<file path="src/rtl/rv_pipe_pkg.sv">
// Shared pipeline types for the writeback path.
// Register-file geometry and the queued writeback entry.
package rv_pipe_pkg;

   localparam int XLEN   = 32;
   localparam int REG_AW = 5;

   typedef struct packed {
      logic [REG_AW-1:0] rd;
      logic [XLEN-1:0]   data;
   } wb_entry_t;

   typedef enum logic [1:0] {
      SRC_NONE,
      SRC_PIPE,
      SRC_LLU
   } wb_src_e;

   typedef enum logic {
      ARB_RUN,
      ARB_STALL
   } arb_state_e;

endpackage

</file>
<file path="src/rtl/wb_fifo.sv">
// Synchronous FIFO of writeback entries.
// Exposes every slot plus a valid mask so callers can snoop queued rd's.
module wb_fifo
   import rv_pipe_pkg::*;
#(
   parameter int DEPTH = 2,
   localparam int AW = $clog2(DEPTH)
) (
   input  logic                  clk,
   input  logic                  rst,
   input  logic                  push,
   input  wb_entry_t             push_data,
   input  logic                  pop,
   output wb_entry_t             head,
   output logic                  full,
   output logic                  empty,
   output logic [AW:0]           count,
   output wb_entry_t [DEPTH-1:0] ent,
   output logic [DEPTH-1:0]      vld
);

   wb_entry_t [DEPTH-1:0] mem;
   logic [AW-1:0]         wptr;
   logic [AW-1:0]         rptr;
   logic [AW:0]           cnt;
   logic                  do_push;
   logic                  do_pop;

   assign full    = (cnt == (AW+1)'(DEPTH));
   assign empty   = (cnt == '0);
   assign do_push = push & ~full;
   assign do_pop  = pop & ~empty;
   assign count   = cnt;
   assign head    = mem[rptr];
   assign ent     = mem;

   always_ff @(posedge clk) begin
      if (do_push) begin
         mem[wptr] <= push_data;
      end
   end

   always_ff @(posedge clk) begin
      if (rst) begin
         wptr <= '0;
         rptr <= '0;
         cnt  <= '0;
      end else begin
         if (do_push) begin
            wptr <= wptr + 1'b1;
         end
         if (do_pop) begin
            rptr <= rptr + 1'b1;
         end
         unique case ({do_push, do_pop})
            2'b10:   cnt <= cnt + 1'b1;
            2'b01:   cnt <= cnt - 1'b1;
            default: cnt <= cnt;
         endcase
      end
   end

   // slot i is live when its distance from the read pointer is below count
   always_comb begin
      logic [AW-1:0] off;
      off = '0;
      vld = '0;
      for (int i = 0; i < DEPTH; i++) begin
         off    = AW'(i) - rptr;
         vld[i] = ({1'b0, off} < cnt);
      end
   end

endmodule

</file>
<file path="src/rtl/wb_port_arbiter.sv">
// Shares the single register-file write port between the MEM/WB stage
// and queued long-latency-unit results, stalling when a result starves.
module wb_port_arbiter
   import rv_pipe_pkg::*;
#(
   parameter int FIFO_DEPTH = 2,
   parameter int STARVE_LIM = 4
) (
   input  logic              clk,
   input  logic              rst,
   input  logic              wb_we_i,
   input  logic [REG_AW-1:0] wb_rd_i,
   input  logic [XLEN-1:0]   wb_data_i,
   input  logic              llu_valid_i,
   output logic              llu_ready_o,
   input  logic [REG_AW-1:0] llu_rd_i,
   input  logic [XLEN-1:0]   llu_data_i,
   output logic              rf_we_o,
   output logic [REG_AW-1:0] rf_rd_o,
   output logic [XLEN-1:0]   rf_wd_o,
   output logic              stall_o,
   input  logic [REG_AW-1:0] rs1_i,
   input  logic [REG_AW-1:0] rs2_i,
   output logic              rs1_pend_o,
   output logic              rs2_pend_o
);

   localparam int AW    = $clog2(FIFO_DEPTH);
   localparam int AGE_W = $clog2(STARVE_LIM + 1);

   arb_state_e                 state_q;
   arb_state_e                 state_d;
   logic [AGE_W-1:0]           age_q;
   logic [AGE_W-1:0]           age_d;
   wb_src_e                    src;
   logic                       pipe_v;
   logic                       accept;
   logic                       push;
   logic                       pop;
   logic                       full;
   logic                       empty;
   logic [AW:0]                fifo_cnt;
   wb_entry_t                  head;
   wb_entry_t                  push_data;
   wb_entry_t [FIFO_DEPTH-1:0] ent;
   logic [FIFO_DEPTH-1:0]      vld;

   assign pipe_v      = wb_we_i & (wb_rd_i != '0);
   assign llu_ready_o = ~rst & (fifo_cnt < (AW+1)'(FIFO_DEPTH));
   assign accept      = llu_valid_i & llu_ready_o;
   assign push        = accept & (llu_rd_i != '0) & ~full;
   assign push_data   = '{rd: llu_rd_i, data: llu_data_i};
   assign stall_o     = (state_q == ARB_STALL) & ~rst;
   assign pop         = (src == SRC_LLU);

   wb_fifo #(
      .DEPTH (FIFO_DEPTH)
   ) u_fifo (
      .clk       (clk),
      .rst       (rst),
      .push      (push),
      .push_data (push_data),
      .pop       (pop),
      .head      (head),
      .full      (full),
      .empty     (empty),
      .count     (fifo_cnt),
      .ent       (ent),
      .vld       (vld)
   );

   // a frozen pipeline re-presents its request, so the queue owns the stall cycle
   always_comb begin
      src = SRC_NONE;
      if (rst) begin
         src = SRC_NONE;
      end else if (state_q == ARB_STALL) begin
         src = empty ? SRC_NONE : SRC_LLU;
      end else if (pipe_v) begin
         src = SRC_PIPE;
      end else if (!empty) begin
         src = SRC_LLU;
      end
   end

   always_comb begin
      rf_we_o = 1'b0;
      rf_rd_o = '0;
      rf_wd_o = '0;
      unique case (src)
         SRC_PIPE: begin
            rf_we_o = 1'b1;
            rf_rd_o = wb_rd_i;
            rf_wd_o = wb_data_i;
         end
         SRC_LLU: begin
            rf_we_o = 1'b1;
            rf_rd_o = head.rd;
            rf_wd_o = head.data;
         end
         default: begin
            rf_we_o = 1'b0;
         end
      endcase
   end

   // age tracks how long the current head has waited
   always_comb begin
      age_d   = age_q;
      state_d = state_q;
      if (pop || empty) begin
         age_d = '0;
      end else if (age_q != AGE_W'(STARVE_LIM)) begin
         age_d = age_q + 1'b1;
      end
      state_d = (age_d == AGE_W'(STARVE_LIM)) ? ARB_STALL : ARB_RUN;
   end

   always_ff @(posedge clk) begin
      if (rst) begin
         state_q <= ARB_RUN;
         age_q   <= '0;
      end else begin
         state_q <= state_d;
         age_q   <= age_d;
      end
   end

   always_comb begin
      rs1_pend_o = 1'b0;
      rs2_pend_o = 1'b0;
      for (int i = 0; i < FIFO_DEPTH; i++) begin
         if (vld[i] && ent[i].rd == rs1_i) begin
            rs1_pend_o = 1'b1;
         end
         if (vld[i] && ent[i].rd == rs2_i) begin
            rs2_pend_o = 1'b1;
         end
      end
      if (rst || rs1_i == '0) begin
         rs1_pend_o = 1'b0;
      end
      if (rst || rs2_i == '0) begin
         rs2_pend_o = 1'b0;
      end
   end

endmodule

</file>
<file path="config.mk">
export PLATFORM = sky130hd
export DESIGN_NAME = wb_port_arbiter
export DESIGN_NICKNAME = d
export VERILOG_FILES = /design/src/rtl/rv_pipe_pkg.sv /design/src/rtl/wb_fifo.sv /design/src/rtl/wb_port_arbiter.sv
export SDC_FILE = /design/constraint.sdc
export NUM_CORES = 1
export LEC_CHECK = 0
export ABC_AREA = 0
export BUFFER_PORTS_ARGS = -buffer_cell sky130_fd_sc_hd__buf_2
export CAP_MARGIN = 20
export CORE_AREA = 3 3 89 99
export DETAILED_ROUTE_END_ITERATION = 6
export DIE_AREA = 0 0 92 102
export PLACE_DENSITY_LB_ADDON = 0.08
export SYNTH_ARGS = -nofsm -noshare
export SYNTH_HDL_FRONTEND = slang
export SYNTH_SLANG_ARGS = --single-unit
</file>
<file path="constraint.sdc">
create_clock -name clk -period 5.7 [get_ports clk]
set_input_delay 1.425 -clock clk [delete_from_list [all_inputs] [get_ports clk]]
set_output_delay 1.425 -clock clk [all_outputs]
set_load 0.05 [all_outputs]
</file>
==> reports/results.ini, run 1 <==
[place]
portBuffers = 129
routabilityCongestion = 0.9100
hpwlAfterDp_um = 6156
dp_slack_ns = 0.5196

[detailed_routing]
wirelength_um = 8520
drt_pass1_iterations = 4
first_iter_violations = 153
via_per_inst = 5.288
routedWlPerCell_um = 15.81
vias = 2850
route.detailed.drc = 0
antenna_left = 0

[floorplan]
rows = 34
die_area_sq_um = 9384
io_pins = 130
core_sq_um = 7913
die_width_um = 92
die_y_um = 102
start_util = 0.4921

[cells_and_area]
mostFrequentLayoutCell = buf_2
synthToLayoutAreaGrowth_pct = 25.26
insertedDiodeCount = 0
nets = 519
most-common-layout-cells = buf_2, edfxtp_1, nor2_1
drive_above_1_share = 0.4501

[sta]
finalCriticalPeriod_ns = 5.136
tns_ns = 0
setup_viol = 0
max-slew-margin-rel = 0.3763
period_share = 0.9010
drv_slew = 0
grt_setup_unrepaired = no
worst_pin_slew_ns = 0.9356
max_freq_mhz = 194.7
fin_skew_ns = 0.007629
hold_violations = 0
worst_slack_ns = 0.5643

[global_routing]
overflow = 0
grt_max_degree = 31
grtUsageTotal = 0.1827
grt_pass1_vias = 2747
antenna_found_initial = 0
grt_pass1_wl_um = 13340

[clock_tree]
htreeDepth = 3
clk_pin_slew_ns = 0.07
clock_tree.root_cell = clkbuf_8
cts_tree = done
cts_resized = 0
clkSinkCount = 82
holdBufCountCts = 0
worstSkewPairLatency_ns = 0.34
postCtsSetupRepairBufs = 0
clockBufferDepth = 2
cts_made_buffers = 9

[logic_synthesis]
synth.area.mux_share = 0.1121
synth-seq-area-share = 0.6118
synthAdderAreaFrac = 0.01607
ys_top_cells_by_area = edfxtp_1, mux2_2, a22oi_1
synth_top_area_frac = 0.5707
syn-cell-area_sq_um = 3894
ys_types = 33
ys_ff_latch = 82
avgSynthCellArea_sq_um = 13.20
synth-simple-area-share = 0.08451
synth_compound_area_frac = 0.09576
synthXorXnorAreaFrac = 0.05623
synth_nets = 388
synth_top_family_by_area = multiplexers
yosys.area.top_type = edfxtp_1
synth_cells = 295
yosys_warnings = 0

[worst_setup_path]
rrSetupSlack_ns = 3.30
rr_startpoint = u_fifo.count[1]$_SDFFE_PP0P_
rr_worst_depth = 10
r2r-end = u_fifo.count[1]$_SDFFE_PP0P_
worst-path-max-fanout = 25
path_class = in -> out
crit_end = rf_wd_o[10]
worstSetupStartpoint = wb_rd_i[0]
arrival_ns = 3.71
cp-end-kind = primary output
required_ns = 4.28
worst_setup_path_start_kind = primary input

[power]
peakVddDrop_v = 0.0002017
combPwrFrac = 0.143
internal_power_uw = 907.7
pwr-share-clk = 0.296
seqPwrFrac = 0.561
p_leak_nw = 1.907
p_sw_uw = 321.8
switching_share = 0.2617
power_density_nw_per_um2 = 252.1

[run]
maxCapViolations = 0

[hold_path]
min_path_type = reg -> reg

[run_status]
status = completed

==> per-layer routing <==
| layer | routed length (um) | GRT usage | up-vias |
|---|---|---|---|
| li1 | - | - | 1372 |
| met1 | 3539 | 0.2227 | 1353 |
| met2 | 4248 | 0.3202 | 108 |
| met3 | 605 | 0.04786 | 17 |
| met4 | 126 | 0.05829 | 0 |
| met5 | 0 | 0 | - |
==> worst min path at each step <==
stage | cells after the start | start | slack, ns | to
floorplan | 2 | u_fifo.count[1]$_SDFFE_PP0P_ | 0.51 | u_fifo.count[1]$_SDFFE_PP0P_
detailed placement | 1 | age_q[2]$_SDFF_PP0_ | 0.56 | age_q[2]$_SDFF_PP0_
global placement | 2 | age_q[2]$_SDFF_PP0_ | 0.56 | age_q[2]$_SDFF_PP0_
finish | 2 | u_fifo.count[1]$_SDFFE_PP0P_ | 0.58 | u_fifo.count[1]$_SDFFE_PP0P_
global route | 1 | age_q[2]$_SDFF_PP0_ | 0.61 | age_q[2]$_SDFF_PP0_
CTS | 2 | u_fifo.count[1]$_SDFFE_PP0P_ | 0.58 | u_fifo.count[1]$_SDFFE_PP0P_
==> power groups by stage <==
stage / clock (mW) / sequential, mW / combinational (mW)
2_1_floorplan: 0 / 0.701 / 0.107
3_3_place_gp: 0 / 0.703 / 0.170
3_5_place_dp: 0 / 0.704 / 0.177
4_1_cts: 0.372 / 0.690 / 0.178
5_1_grt: 0.394 / 0.692 / 0.192
6_report: 0.364 / 0.690 / 0.176
==> area by class of cell <==
| type | count | area, sq um |
|---|---|---|
| fill | 695 | 3035 |
| sequential | 82 | 2384 |
| multi-input combinational | 190 | 1435 |
| timing repair buffer | 137 | 730.7 |
| tap | 108 | 135.1 |
| clock buffer | 10 | 127.6 |
| clock inverter | 6 | 42.54 |
| inverter | 6 | 22.52 |
==> cells by family after synthesis <==
group,Yosys count
flip-flops,82
AND/OR/NAND/NOR,73
AO/OA/AOI/OAI,48
multiplexers,39
XOR/XNOR,25
buffers and inverters,23
adder cells (fa/ha/maj),5
==> critical path, cell delays in order <==
cell and delay, ns:
buf_2 0.10, or4_1 0.50, o21ai_0 0.23, nand2_1 0.11, ha_1 0.52, buf_4 0.34, a22oi_1 0.20, nor2_1 0.05
buf_2 0.23
==> registers in the layout, summed over array words and instances, names as in the netlist <==
signal        flops
u_fifo.ent       74
age_q             3
u_fifo.count      2
state_q           1
u_fifo.rptr       1
u_fifo.wptr       1
==> cell usage after synthesis (all sizes together) <==
master,number
nor3b,1
nand2,3
mux2,37
a22oi,37
xor2,15
buf,5
or3,2
edfxtp,74
o21ai,2
nor3,3
dfxtp,8
clkbuf,12
a21oi,3
ha,5
nand3b,1
a221oi,2
and3,1
mux2i,2
xnor2,10
nor2b,4
or4,2
nor2,49
nor4,4
o211ai,3
inv,6
nand3,2
and2,1
o211a,1
==> stage by stage <==
step / power [mW] / hold slack, ns / utilization / cells / cell area, sq um
after global routing: 1.279 / 0.6139 / 0.6164 / 539 / 4877
after global placement: 0.8731 / 0.5642 / 0.5898 / 521 / 4667
after detailed placement: 0.8807 / 0.5635 / 0.5949 / 523 / 4707
after CTS: 1.240 / 0.5805 / 0.6164 / 539 / 4877
final: 1.229 / 0.5760 / 0.6164 / 539 / 4877
after floorplan: 0.8081 / 0.5089 / - / 295 / 3894
No activity file was read; power rests on OpenSTA's default activity.
==> run 2: changes to the inputs <==
- CORE_AREA: 3 3 89 99 -> 3 3 85 96
- DIE_AREA: 0 0 92 102 -> 0 0 88 99
==> run 2 against run 1 <==
  * Final area is essentially flat
  * Global-route usage grew 1.1 points
  * Critical endpoint is now rf_wd_o[26]
  * Sequential power is essentially flat
  * Largest cell class unchanged
  * Worst hold slack gained 0.010 ns
  * Sequential share of layout area is essentially flat
  * Core utilization grew 5.1 points
  * Die area shrank 7.2%
  * Maximum frequency grew 1.4%
  * Critical path depth shrank 1
==> reports/results.ini, run 2 (synthesis gave the netlist of run 1 again) <==
[run_status]
status = completed

[detailed_routing]
route.met3.wl_um = 483
vias = 2798
dr.max_layer_used = met4
routedWlPerCell_um = 16.23
antenna_left = 0
via_per_inst = 5.412
first_iter_violations = 139
wirelength_um = 8391
routed-wl-met2_um = 4307
drt_pass1_iterations = 4
wl_met1_um = 3548
route.detailed.drc = 0

[floorplan]
die_y_um = 99
die_area_sq_um = 8712
start_util = 0.5328
core_sq_um = 7308
io_pins = 130
die_width_um = 88
rows = 33

[worst_setup_path]
path_depth = 8
critPathMaxStageDelay_ns = 0.60
cp-end-kind = primary output
worst_setup_path_start_kind = primary input
path_class = in -> out
crit_family = buffers and inverters
required_ns = 4.28
crit_buf_inv = 3
critPathMostFrequentCell = buf_2
rr_worst_depth = 10
crit_path_top_delay_cell = ha_1
worstPathCellList = buf_2 -> or4_1 -> o21ai_0 -> nand2_1 -> ha_1 -> buf_4 -> nor2_1 -> buf_2
worst-path-max-fanout = 25
arrival_ns = 3.64

[power]
power_density_nw_per_um2 = 260.4
peakVddDrop_v = 0.0001572
p_leak_nw = 1.916
p_total_mw = 1.270

[clock_tree]
clockBufferDepth = 2
postCtsSetupRepairBufs = 0
clk_pin_slew_ns = 0.07
cts_tree = done
clkSinkCount = 82
cts_resized = 0
htreeDepth = 3
worstSkewPairLatency_ns = 0.34
holdBufCountCts = 0
clock_tree.root_cell = clkbuf_8
cts_made_buffers = 9

[sta]
setup_viol = 0
max_freq_mhz = 197.5
worst_slack_ns = 0.6356
hold_violations = 0
period_share = 0.8885
fin_skew_ns = 0.01002
drv_slew = 0
grt_setup_unrepaired = no
finalCriticalPeriod_ns = 5.064
tns_ns = 0
max-slew-margin-rel = 0.5699
worst_pin_slew_ns = 0.6437

[cells_and_area]
largest_reg_flops = 74
drive_above_1_share = 0.4488
synthToLayoutAreaGrowth_pct = 25.23
final_cells = 517
most-common-layout-cells = buf_2, edfxtp_1, nor2_1
insertedDiodeCount = 0
nets = 518
mostFrequentLayoutCell = buf_2

[run]
maxCapViolations = 0

[hold_path]
min_path_type = reg -> reg
whs_path_depth = 2

[place]
portBuffers = 129
routabilityCongestion = 0.8192
dp_slack_ns = 0.6266
place_inst = 499
hpwlAfterDp_um = 5914

[global_routing]
grtUsageTotal = 0.1934
overflow = 0
grt_pass1_wl_um = 12890
antenna_found_initial = 0
grt_max_degree = 40
grt_pass1_vias = 2693

[run 2: per-layer routing]
metal	up-vias	global-route usage
li1	1368	-
met1	1337	0.2601
met2	89	0.3173
met3	4	0.03846
met4	0	0.05549
met5	-	0
[run 2: worst register-to-register path: stages (launching register included)]
cell     delay [ns]
dfxtp_1        0.45
nor2_1         0.14
nor2_1         0.11
nand2_1        0.08
inv_1          0.07
ha_1           0.16
buf_4          0.31
nor2b_1        0.26
ha_1           0.29
or3_1          0.35
a21oi_1        0.15
[run 2: cell type report]
| class | instances | area (sq um) |
|---|---|---|
| tap | 87 | 108.9 |
| fill | 572 | 2432 |
| inverter | 6 | 22.52 |
| clock buffer | 10 | 127.6 |
| clock inverter | 6 | 67.56 |
| timing repair buffer | 136 | 730.7 |
| multi-input combinational | 190 | 1435 |
| sequential | 82 | 2384 |
[run 2: path summary, 6_finish.rpt]
kind	from	to	slack [ns]
worst max-delay path	wb_rd_i[0]	rf_wd_o[26]	0.64
worst min-delay path	u_fifo.count[1]$_SDFFE_PP0P_	u_fifo.count[1]$_SDFFE_PP0P_	0.59
worst max register to register	u_fifo.count[1]$_SDFFE_PP0P_	u_fifo.count[1]$_SDFFE_PP0P_	3.28
worst min register to register	u_fifo.count[1]$_SDFFE_PP0P_	u_fifo.count[1]$_SDFFE_PP0P_	0.59
[run 2: where the power goes]
part | internal, mW | switching [mW] | leakage [nW] | total (mW)
Sequential | 0.680 | 0.00899 | 0.744 | 0.689
Combinational | 0.0681 | 0.108 | 1.08 | 0.176
Clock | 0.203 | 0.201 | 0.0941 | 0.404
[run 2: stage by stage]
| step | hold slack (ns) | utilization | instance area (sq um) |
|---|---|---|---|
| floorplan | 0.5089 | - | 3894 |
| global placement | 0.5591 | 0.6340 | 4633 |
| detailed placement | 0.5715 | 0.6340 | 4633 |
| CTS | 0.5917 | 0.6607 | 4828 |
| global route | 0.6244 | 0.6672 | 4876 |
| finish | 0.5860 | 0.6672 | 4876 |
==> run 3: changes to the inputs <==
- BUFFER_PORTS_ARGS: -buffer_cell sky130_fd_sc_hd__buf_2 -> not set
- DONT_BUFFER_PORTS: not set -> 1
==> run 3 against run 2 <==
  * Clock power about the same
  * Critical path depth unchanged
  * Critical endpoint is now rf_rd_o[4]
  * Combinational power down 21%
  * Die area unchanged
  * Register-to-register slack worse by 0.16 ns
  * Highest routed layer unchanged
  * Clock-buffer cell count down 1
  * Global-route usage down 0.85 points
  * Routed wire length down 5.6%
  * Via count down 13%
  * Sequential share of layout area up 3.9 points
==> reports/results.ini, run 3 (synthesis gave the netlist of run 1 again) <==
[worst_setup_path]
worstSetupStartpoint = wb_rd_i[0]
rrSetupSlack_ns = 3.12
worst-path-max-fanout = 23
crit_path_top_delay_cell = or4_1
rr_startpoint = u_fifo.count[1]$_SDFFE_PP0P_
critPathMaxStageDelay_ns = 0.49
critPathMostFrequentCell = buf_4
cp-end-kind = primary output
arrival_ns = 3.46
path_class = in -> out
worstPathCellList = or4_1 -> o21ai_0 -> nand2_1 -> ha_1 -> buf_4 -> a22oi_1 -> nor2_1 -> buf_4
worst_setup_path_start_kind = primary input
required_ns = 4.28

[power]
seqPwrFrac = 0.560
p_total_mw = 1.233
power_density_nw_per_um2 = 273.3
peakVddDrop_v = 0.0001726
internal_power_uw = 933.7
p_sw_uw = 299.6
p_leak_nw = 1.553
pwr-share-clk = 0.327
combPwrFrac = 0.113
switching_share = 0.2429

[detailed_routing]
wirelength_um = 7920
routedWlPerCell_um = 18.64
antenna_left = 0
first_iter_violations = 118
drt_pass1_iterations = 5
route.detailed.drc = 0
vias = 2443
via_per_inst = 5.748

[sta]
drv_slew = 0
fin_skew_ns = 0.009638
worst_pin_slew_ns = 1.090
max-slew-margin-rel = 0.2707
hold_violations = 0
max_freq_mhz = 204.7
finalCriticalPeriod_ns = 4.885
period_share = 0.8570
tns_ns = 0
timing.hold.ws_ns = 0.5697
worst_slack_ns = 0.8151
grt_setup_unrepaired = no
setup_viol = 0

[floorplan]
rows = 33
core_sq_um = 7308
start_util = 0.5328
die_y_um = 99
die_width_um = 88
die_area_sq_um = 8712
io_pins = 130

[cells_and_area]
insertedDiodeCount = 0
largest_reg_flops = 74
fin_area_sq_um = 4513
nets = 426
synthToLayoutAreaGrowth_pct = 15.91
fillers = 584
seq_area_sq_um = 2384
multiInputGateArea_sq_um = 1435
mostFrequentLayoutCell = edfxtp_1
most-common-layout-cells = edfxtp_1, nor2_1, buf_4
drive_above_1_share = 0.2988

[clock_tree]
clkSinkCount = 82
cts_made_buffers = 9
htreeDepth = 3
clk_pin_slew_ns = 0.08
postCtsSetupRepairBufs = 0
clock_tree.root_cell = clkbuf_8
cts_resized = 0
holdBufCountCts = 0
cts_tree = done
clockBufferDepth = 2
worstSkewPairLatency_ns = 0.34

[global_routing]
grt_max_degree = 41
grt_pass1_wl_um = 12080
grtUsageTotal = 0.1849
overflow = 0
antenna_found_initial = 0
grt_pass1_vias = 2475

[place]
hpwlAfterDp_um = 5399
dpl_cell_area_sq_um = 4265
dp_slack_ns = 0.7595
routabilityCongestion = 0.8448
portBuffers = 0

[run_status]
status = completed

[hold_path]
min_path_type = reg -> reg
hold_start = u_fifo.count[1]$_SDFFE_PP0P_

[run]
maxCapViolations = 0

-- run 3: final timing paths --
path,to,cells past startpoint
worst min register to register,u_fifo.count[1]$_SDFFE_PP0P_,2
worst max register to register,u_fifo.ent[0]$_DFFE_PP_,4
worst max-delay path,rf_rd_o[4],8
worst min-delay path,u_fifo.count[1]$_SDFFE_PP0P_,2
-- run 3: final cells by class --
type	instances	share of cell area
clock buffers	9	0.02745
multi-input cells	190	0.3180
repair buffers	44	0.08206
flip-flops and latches	82	0.5281
clock inverters	7	0.01525
well taps	87	0.02412
inverters	6	0.004990
-- run 3: power by group through the flow --
stage / clock (mW) / combinational [mW] / sequential (mW)
detailed placement: 0 / 0.137 / 0.705
floorplan: 0 / 0.107 / 0.701
CTS: 0.413 / 0.137 / 0.692
finish: 0.403 / 0.139 / 0.691
global route: 0.436 / 0.152 / 0.693
global placement: 0 / 0.134 / 0.704
-- run 3: per-layer routing --
layer,GRT usage,part of all wire
met1,0.2186,0.39
met2,0.3086,0.52
met3,0.05602,0.076
met4,0.07910,0.019
met5,0,0
-- run 3: metrics by stage --
step / util / cells
6_report: 0.6175 / 425
5_1_grt: 0.6175 / 425
4_1_cts: 0.6100 / 423
3_5_place_dp: 0.5836 / 407
3_3_place_gp: 0.5836 / 407
2_1_floorplan: - / 295
-- run 3: worst max-delay path: cells and delay by family --
family	cells	cell delay (ns)
buffers and inverters	2	0.51
AND/OR/NAND/NOR	3	0.67
adder cells (fa/ha/maj)	1	0.40
AO/OA/AOI/OAI	2	0.44
